<file path="config.mk">
export PLATFORM = sky130hd
export DESIGN_NAME = ysyx_25030081_rf_scoreboard_flat
export DESIGN_NICKNAME = d
export VERILOG_FILES = /design/src/rtl/ysyx_25030081_rf_scoreboard_if.sv /design/src/rtl/ysyx_25030081_rf_scoreboard.sv /design/src/flat_wrapper.sv
export SDC_FILE = /design/constraint.sdc
export NUM_CORES = 2
export LEC_CHECK = 0
export BUFFER_PORTS_ARGS = -buffer_cell sky130_fd_sc_hd__buf_4
export CAP_MARGIN = 10
export CORE_UTILIZATION = 41
export DETAILED_ROUTE_END_ITERATION = 16
export PLACE_DENSITY_LB_ADDON = 0.05
export SLEW_MARGIN = 5
export SYNTH_ARGS = -nofsm -noshare
export SYNTH_HDL_FRONTEND = slang
export SYNTH_SLANG_ARGS = --single-unit
</file>
<file path="constraint.sdc">
create_clock -name clk -period 3.65 [get_ports clk]
set_clock_uncertainty 0.2 [all_clocks]
set_input_delay 0.1825 -clock clk [delete_from_list [all_inputs] [get_ports clk]]
set_output_delay 0.1825 -clock clk [all_outputs]
set_load 0.005 [all_outputs]
</file>
<file path="src/rtl/ysyx_25030081_rf_scoreboard_if.sv">
// Decode/issue and write-back connection to the register file scoreboard.
// The master drives addresses, write-back and issue; the slave returns data, busy and ready.
interface ysyx_25030081_rf_scoreboard_if #(
    parameter int RF_ADDR_WIDTH = 5,
    parameter int DATA_WIDTH    = 32,
    parameter int NR_RD         = 2
);
    logic [NR_RD*RF_ADDR_WIDTH-1:0] raddr;
    logic [NR_RD*DATA_WIDTH-1:0]    rdata;
    logic [NR_RD-1:0]               rbusy;
    logic                           wen;
    logic [RF_ADDR_WIDTH-1:0]       waddr;
    logic [DATA_WIDTH-1:0]          wdata;
    logic                           iss_valid;
    logic [RF_ADDR_WIDTH-1:0]       iss_rd;
    logic                           iss_ready;
    logic                           flush;

    modport master (
        output raddr, wen, waddr, wdata, iss_valid, iss_rd, flush,
        input  rdata, rbusy, iss_ready
    );

    modport slave (
        input  raddr, wen, waddr, wdata, iss_valid, iss_rd, flush,
        output rdata, rbusy, iss_ready
    );
endinterface

</file>
<file path="src/rtl/ysyx_25030081_rf_scoreboard.sv">
// Integer register file with combinational read ports, one write-back port,
// optional write-to-read bypass and a per-register pending-write counter.
module ysyx_25030081_rf_scoreboard #(
    parameter int RF_ADDR_WIDTH = 5,
    parameter int DATA_WIDTH    = 32,
    parameter int NR_RD         = 2,
    parameter int CNT_WIDTH     = 2,
    parameter int BYPASS        = 1
) (
    input  logic clk,
    input  logic rst_n,
    ysyx_25030081_rf_scoreboard_if.slave bus
);
    localparam int DEPTH = 1 << RF_ADDR_WIDTH;
    localparam logic [CNT_WIDTH-1:0] CNT_MAX = {CNT_WIDTH{1'b1}};

    logic [DATA_WIDTH-1:0] rf  [DEPTH];
    logic [CNT_WIDTH-1:0]  cnt [DEPTH];

    logic wr_ok;
    logic fire;
    logic dec_en;
    logic same_reg;
    logic inc_do;
    logic dec_do;

    assign wr_ok    = bus.wen && (bus.waddr != '0);
    assign bus.iss_ready = rst_n && !bus.flush &&
                           ((bus.iss_rd == '0) || (cnt[bus.iss_rd] != CNT_MAX));
    assign fire     = bus.iss_valid && bus.iss_ready && (bus.iss_rd != '0);
    assign dec_en   = wr_ok && (cnt[bus.waddr] != '0);
    assign same_reg = (bus.iss_rd == bus.waddr);
    // An issue and a completing write to the same register cancel out.
    assign inc_do   = fire && !(dec_en && same_reg);
    assign dec_do   = dec_en && !(fire && same_reg);

    always_ff @(posedge clk or negedge rst_n) begin
        if (!rst_n) begin
            rf  <= '{default: '0};
            cnt <= '{default: '0};
        end else begin
            if (wr_ok) begin
                rf[bus.waddr] <= bus.wdata;
            end
            if (bus.flush) begin
                cnt <= '{default: '0};
            end else begin
                if (inc_do) begin
                    cnt[bus.iss_rd] <= cnt[bus.iss_rd] + CNT_WIDTH'(1);
                end
                if (dec_do) begin
                    cnt[bus.waddr] <= cnt[bus.waddr] - CNT_WIDTH'(1);
                end
            end
        end
    end

    for (genvar g = 0; g < NR_RD; g++) begin : g_rd
        logic [RF_ADDR_WIDTH-1:0] addr;
        logic                     hit;

        assign addr = bus.raddr[g*RF_ADDR_WIDTH +: RF_ADDR_WIDTH];
        // Register 0 is never written and never counted, so it reads 0 and idle.
        assign hit  = (BYPASS != 0) && wr_ok && (bus.waddr == addr);

        assign bus.rdata[g*DATA_WIDTH +: DATA_WIDTH] =
            !rst_n ? '0 : (hit ? bus.wdata : rf[addr]);
        assign bus.rbusy[g] = rst_n && (cnt[addr] != '0) &&
                              !(hit && (cnt[addr] == CNT_WIDTH'(1)));
    end
endmodule
</file>
<file path="src/flat_wrapper.sv">
// flat-port wrapper written by rule: the top's interface ports become plain ports
module ysyx_25030081_rf_scoreboard_flat 
#(
    parameter int RF_ADDR_WIDTH = 5,
    parameter int DATA_WIDTH    = 32,
    parameter int NR_RD         = 2,
    parameter int CNT_WIDTH     = 2,
    parameter int BYPASS        = 1
)
  (clk, rst_n, bus_raddr, bus_wen, bus_waddr, bus_wdata, bus_iss_valid, bus_iss_rd, bus_flush, bus_rdata, bus_rbusy, bus_iss_ready);
  ysyx_25030081_rf_scoreboard_if #(.RF_ADDR_WIDTH(RF_ADDR_WIDTH), .DATA_WIDTH(DATA_WIDTH), .NR_RD(NR_RD)) bus_i ();
  input  logic clk;
  input  logic rst_n;
  input wire logic [$bits(bus_i.raddr)-1:0] bus_raddr;
  input wire logic [$bits(bus_i.wen)-1:0] bus_wen;
  input wire logic [$bits(bus_i.waddr)-1:0] bus_waddr;
  input wire logic [$bits(bus_i.wdata)-1:0] bus_wdata;
  input wire logic [$bits(bus_i.iss_valid)-1:0] bus_iss_valid;
  input wire logic [$bits(bus_i.iss_rd)-1:0] bus_iss_rd;
  input wire logic [$bits(bus_i.flush)-1:0] bus_flush;
  output wire logic [$bits(bus_i.rdata)-1:0] bus_rdata;
  output wire logic [$bits(bus_i.rbusy)-1:0] bus_rbusy;
  output wire logic [$bits(bus_i.iss_ready)-1:0] bus_iss_ready;
  assign bus_i.raddr = bus_raddr;
  assign bus_i.wen = bus_wen;
  assign bus_i.waddr = bus_waddr;
  assign bus_i.wdata = bus_wdata;
  assign bus_i.iss_valid = bus_iss_valid;
  assign bus_i.iss_rd = bus_iss_rd;
  assign bus_i.flush = bus_flush;
  assign bus_rdata = bus_i.rdata;
  assign bus_rbusy = bus_i.rbusy;
  assign bus_iss_ready = bus_i.iss_ready;
  ysyx_25030081_rf_scoreboard #(.RF_ADDR_WIDTH(RF_ADDR_WIDTH), .DATA_WIDTH(DATA_WIDTH), .NR_RD(NR_RD), .CNT_WIDTH(CNT_WIDTH), .BYPASS(BYPASS)) u_core (.clk(clk), .rst_n(rst_n), .bus(bus_i));
endmodule
</file>
Yosys cells after proc, flatten, opt, wreduce, memory -nomap -nowiden
Cells that the tools add are included.
{"block": "word_totals", "reg_bits": 1088, "in_bits": 57, "out_inout_bits": 67, "elab_cells": 149}
{"block": "op_classes", "addsub": 2, "magnitude_cmp": 6, "eq_ne": 6, "mux": 35, "bitwise_logic": 4, "n_reduce_logical": 32}
{"operator": "bitwise mux 1024 bit", "count": 1}
{"operator": "binary-select mux 32 bit (select 5 bit)", "count": 2}
{"operator": "2-to-1 mux 32 bit", "count": 9}
{"operator": "2-to-1 mux 64 bit", "count": 4}
{"operator": "demux 32 bit (select 5 bit)", "count": 1}
{"operator": "bitwise mux 64 bit", "count": 2}
{"operator": "binary-select mux 2 bit (select 5 bit)", "count": 4}
{"operator": ">= comparator 6 bit (second input constant)", "count": 4}
{"operator": "NOT 5 -> 6 bit", "count": 4}
{"operator": "demux 2 bit (select 5 bit)", "count": 2}
{"operator": "logical AND 1 bit", "count": 20}
{"operator": "2-to-1 mux 2 bit", "count": 10}
{"operator": "== test 5 bit", "count": 3}
{"operator": "less-than comparator 6 x 1 -> 1 bit (second input constant)", "count": 2}
{"operator": "nonzero test 5 bit", "count": 2}
{"operator": "nonzero test 2 bit", "count": 3}
{"operator": "zero test 1 bit", "count": 5}
{"operator": "zero test 5 bit", "count": 1}
{"operator": "== test 2 x 1 -> 1 bit (second input constant)", "count": 2}
{"operator": "adder 2 x 1 -> 2 bit (second input constant)", "count": 1}
{"operator": "!= test 2 bit (second input constant)", "count": 1}
{"operator": "subtractor 2 x 1 -> 2 bit (second input constant)", "count": 1}
{"operator": "logical OR 1 bit", "count": 1}

Logic depth before layout (Yosys ltp)
{"block": "depth", "ltp_word": 15, "depth_mapped": 18, "mapped_depth_nobuf": 12}

Worst setup path after synthesis
OpenSTA, ideal clock, no wires.
{"block": "synth_path", "kind": "in2reg", "from": "input port bus_iss_rd[0]", "to": "register u_core.cnt[48] (netlist name)", "setup_ps": 78, "t_arrival_ps": 3707, "t_required_ps": 3372, "setup_slack_ps": -335, "cell_stages": 14, "n_path_buf": 4, "cell_sequence": "buf_6 buf_6 mux4_2 a222oi_1 buf_2 nand2_1 ha_1 nor4bb_1 o21ai_2 buf_4 o31ai_1 nor2_1 a311o_1 a21oi_1"}
{"block": "synth_via", "elab_chain_len": 15, "word_cells_on_any_way": 30, "classes_between": "1 x add/sub; 2 x order compare; 2 x eq/ne; 11 x mux; 1 x bitwise; 13 x reduce/logical"}
{"element": "start, declared", "line": "flat_wrapper.sv:19", "rtl": "input wire logic [$bits(bus_i.iss_rd)-1:0] bus_iss_rd;"}
{"element": "NOT 5 -> 6 bit (implied by the code)", "line": "ysyx_25030081_rf_scoreboard.sv:29, ysyx_25030081_rf_scoreboard.sv:49"}
{"element": "binary-select mux 2 bit (select 5 bit)", "line": "ysyx_25030081_rf_scoreboard.sv:29, ysyx_25030081_rf_scoreboard.sv:49"}
{"element": "2-to-1 mux 2 bit (implied by the code) (2 in series)", "line": "ysyx_25030081_rf_scoreboard.sv:29, ysyx_25030081_rf_scoreboard.sv:49"}
{"element": "!= test 2 bit", "line": "ysyx_25030081_rf_scoreboard.sv:29", "rtl": "((bus.iss_rd == '0) || (cnt[bus.iss_rd] != CNT_MAX));"}
{"element": "logical OR 1 bit", "line": "ysyx_25030081_rf_scoreboard.sv:29"}
{"element": "logical AND 1 bit", "line": "ysyx_25030081_rf_scoreboard.sv:28", "rtl": "assign bus.iss_ready = rst_n && !bus.flush &&"}
{"element": "logical AND 1 bit (2 in series)", "line": "ysyx_25030081_rf_scoreboard.sv:30", "rtl": "assign fire = bus.iss_valid && bus.iss_ready && (bus.iss_rd != '0);"}
{"element": "logical AND 1 bit", "line": "ysyx_25030081_rf_scoreboard.sv:34", "rtl": "assign inc_do = fire && !(dec_en && same_reg);"}
{"element": "2-to-1 mux 64 bit", "line": "ysyx_25030081_rf_scoreboard.sv:48", "rtl": "if (inc_do) begin"}
{"element": "2-to-1 mux 64 bit", "line": "ysyx_25030081_rf_scoreboard.sv:45", "rtl": "if (bus.flush) begin"}
{"element": "bitwise mux 64 bit", "line": "ysyx_25030081_rf_scoreboard.sv:52", "rtl": "cnt[bus.waddr] <= cnt[bus.waddr] - CNT_WIDTH'(1);"}
{"element": "2-to-1 mux 64 bit (*)", "line": "ysyx_25030081_rf_scoreboard.sv:51", "rtl": "if (dec_do) begin"}
{"element": "2-to-1 mux 64 bit (*)", "line": "ysyx_25030081_rf_scoreboard.sv:45"}
{"element": "end signal, assigned by index", "line": "ysyx_25030081_rf_scoreboard.sv:49", "rtl": "cnt[bus.iss_rd] <= cnt[bus.iss_rd] + CNT_WIDTH'(1);"}
{"element": "end signal, assigned by index", "line": "ysyx_25030081_rf_scoreboard.sv:52"}
{"element": "end, declared", "line": "ysyx_25030081_rf_scoreboard.sv:18", "rtl": "logic [CNT_WIDTH-1:0] cnt [DEPTH];"}
Mark *: on every way between the ends. The rest lies on a longest branch, timed or not. The select of a mux whose other input is x is not followed.
A chain may end at the register's enable or synchronous reset.

Final worst setup path
{"block": "layout_path", "from": "input port bus_iss_rd[4]", "to": "register u_core.cnt[3] (netlist name)"}
The elaborated chain is that of the path after synthesis.

==> reports/results.ini <==
[power]
swShare_pct=28.3
leakage_nw=30.8
combPwrFrac_pct=19.7
power_density_nw_per_um2=512
ir_drop_uv=360
total_power_w=0.0368
p_clk_share_pct=37.4
power.internal_w=0.0264
power_frac_seq_pct=42.9
power.switching_w=0.0104

[final_layout]
fin_util_pct=48.0
area_growth_pct=16.2
antenna_cells=0
drive_gt1_share_pct=42.8
nets=4873
final_cells=6933

[floorplan]
fp.dieW_um=390
die_h_um=390
rows=142
core_sq_um=150000
dieArea_sq_um=152000
initial_core_util_pct=41.3
io_pins=124

[synthesis]
synthTopCellsByCount=dfrtp_1, mux2_2, mux2i_1
ys_ff_latch=1088
synth_flop_cell=dfrtp_1
syn_area_sq_um=61900
syn_area_per_cell_sq_um=13.0
synth_top_area_share_pct=44.0
yosys.area.top_type=dfrtp_1
yosysMostFrequentCell=dfrtp_1
syn_nets=4801
synthTopCellsByArea=dfrtp_1, mux2_2, mux4_2
yosys_warnings=0
synth_edf_count=0
synth_cell_type_count=71
seq_area_frac_synth_pct=44.0
async_flop_share_pct=100
syn-instance-count=4742

[routing]
wl_per_cell_um=34.7
drt_iter0_markers=4108
num_vias=45000
final_antenna_net_count=0
first_pass_iters=8
drc=0
drt-vias-per-instance=6.49
wirelength_mm=241

[timing]
tightest_slew_ns=0.993
rsz0062_at_grt=true
finalSetupViolCount=0
final_hold_viol_count=0
period_minus_slack_ns=3.56
drv_slew=0
fin_setup_tns_ns=0
fin_crit_sh_pct=97.5
slew_headroom_pct=33.6
timing.hold.ws_ns=0.0872
fmax_ghz=0.281

[outcome]
status=finished clean

[min_path]
hp-class=input port to flip-flop

[clocking]
cts_tree=done
h-tree-depth=4
clkTransAtPathRegs_ns=0.06
clk_root_buffer_cell=clkbuf_16
numClockSinks=1088
worstSkewPairLatency_ns=0.80
clock_path_buffers=3
cts_buffers=133

[critical_path]
critPathSlowestCell=dlygate4sd3_1
worstPathCellList=dlygate4sd3_1, buf_4, nand2_1, dlygate4sd3_1, nor2_1, a222oi_1, nand2_1, ha_2, nor4bb_4, buf_4, o21ai_4, buf_4, a211o_1, nor2_2, a221oi_1, a311oi_1
cp.arrival_ns=4.04
crit_type=input port to flip-flop
end_kind=flip-flop
worstPathMaxFanout=13
slowest_delay_ns=0.59
cp-start-kind=input port
cp.required_ns=4.13
crit_path_frequent_cell=buf_4

[global_route]
track_usage_pct=31.6
first_global_vias=45000
gr-total-overflow=0
antenna_found_initial=7
grt_pass1_wl_mm=346
grt_max_degree=102

[run]
maxCapViolCount=0

[placement]
dp_hpwl_mm=142
portBuffers=123
place_congestion=0.873
place_inst=6647

## path summary, 6_finish.rpt
kind	startpoint	slack, ns	endpoint	depth (start not counted)
setup / recovery	bus_iss_rd[4]	0.09	u_core.cnt[3]	16
hold / removal	bus_wen	0.09	u_core.cnt[20]	6
setup reg to reg	u_core.cnt[11]	0.10	u_core.cnt[3]	12
hold reg to reg	u_core.rf[999]	0.19	u_core.rf[999]	0
max in group asynchronous	rst_n	1.44	u_core.rf[452]	5
min in group asynchronous	rst_n	0.51	u_core.cnt[45]	4
## cell usage in the layout (no fill, tap or decap), types with 16 or more instances in the layout
cell	instances
nor2b_1	24
clkbuf_16	139
a311oi_1	55
dlygate4sd3_1	42
and3_1	30
nand2b_1	22
o311ai_0	18
mux2i_1	496
dfrtp_1	1088
mux4_2	330
a31oi_1	24
nand2_1	110
a22oi_1	64
mux2_2	1007
a211oi_1	53
nor3_1	55
buf_12	85
o21ai_0	146
a221o_1	30
nor2_1	50
clkbuf_1	33
a221oi_1	185
a21boi_0	22
nor2_4	32
a21oi_1	103
clkbuf_8	32
buf_4	348
clkinv_2	16
## final cells by class
cell class / count / area (sq um)
inverters: 10 / 43.8
multi-input cells: 3097 / 32800
clock buffers: 204 / 4040
fillers: 13300 / 77900
repair buffers: 484 / 4850
clock inverters: 34 / 435
well taps: 2016 / 2520
flip-flops and latches: 1088 / 27200
## power groups by stage
stage          registers [W]  logic, W  clock network, W
3_5_place_dp          0.0159   0.00719                 0
5_1_grt               0.0161   0.00777            0.0145
6_report              0.0158   0.00725            0.0138
2_1_floorplan         0.0154   0.00515                 0
4_1_cts               0.0157   0.00725            0.0140
3_3_place_gp          0.0159   0.00709                 0
## flip-flops by register name, indices dropped and copies added (netlist names)
| register | count |
|---|---|
| u_core.rf | 1024 |
| u_core.cnt | 64 |
## timing repair
item                                    in CTS  in global routing
hold endpoints to repair                  1630                  0
resized for setup                            2                 23
endpoints found under the setup margin       1                 58
gates cloned                                 0                  2
hold buffers                                43                  0
pin swaps                                    1                 11
setup buffers                                0                  3
## worst max-delay path, delay by kind of cell
family                   cells  cell delay (ns)
AO/OA/AOI/OAI                5             1.12
adder cells (fa/ha/maj)      1             0.21
buffers and inverters        5             1.68
AND/OR/NAND/NOR              5             0.82
## through the flow
step / cell area [sq um] / setup WS (ns)
6_report: 71900 / 0.0910
5_1_grt: 71900 / -0.0202
4_1_cts: 71800 / 0.00985
3_5_place_dp: 66900 / -0.182
3_3_place_gp: 66900 / -0.123
2_1_floorplan: 62000 / -0.0575
## layer usage
metal  vias up  global-route usage (%)  share of wire [%]
li1      18600                       -                  -
met1     24400                    46.2                 45
met2      1664                    48.9                 46
met3       348                    4.56                6.0
met4         0                    8.20                2.5
met5         -                       0                  0
## logic make-up (layout without fill, tap and decap cells)
| kind of cell | count (synthesis) | after routing | share of synthesized area, % |
|---|---|---|---|
| XOR/XNOR | 15 | 15 | 0.212 |
| adder cells (fa/ha/maj) | 2 | 2 | 0.0404 |
| AO/OA/AOI/OAI | 839 | 840 | 10.2 |
| buffers and inverters | 558 | 732 | 3.82 |
| multiplexers | 1846 | 1846 | 38.6 |
| flip-flops | 1088 | 1088 | 44.0 |
| AND/OR/NAND/NOR | 394 | 394 | 3.09 |
No activity file was read; power rests on OpenSTA's default activity.
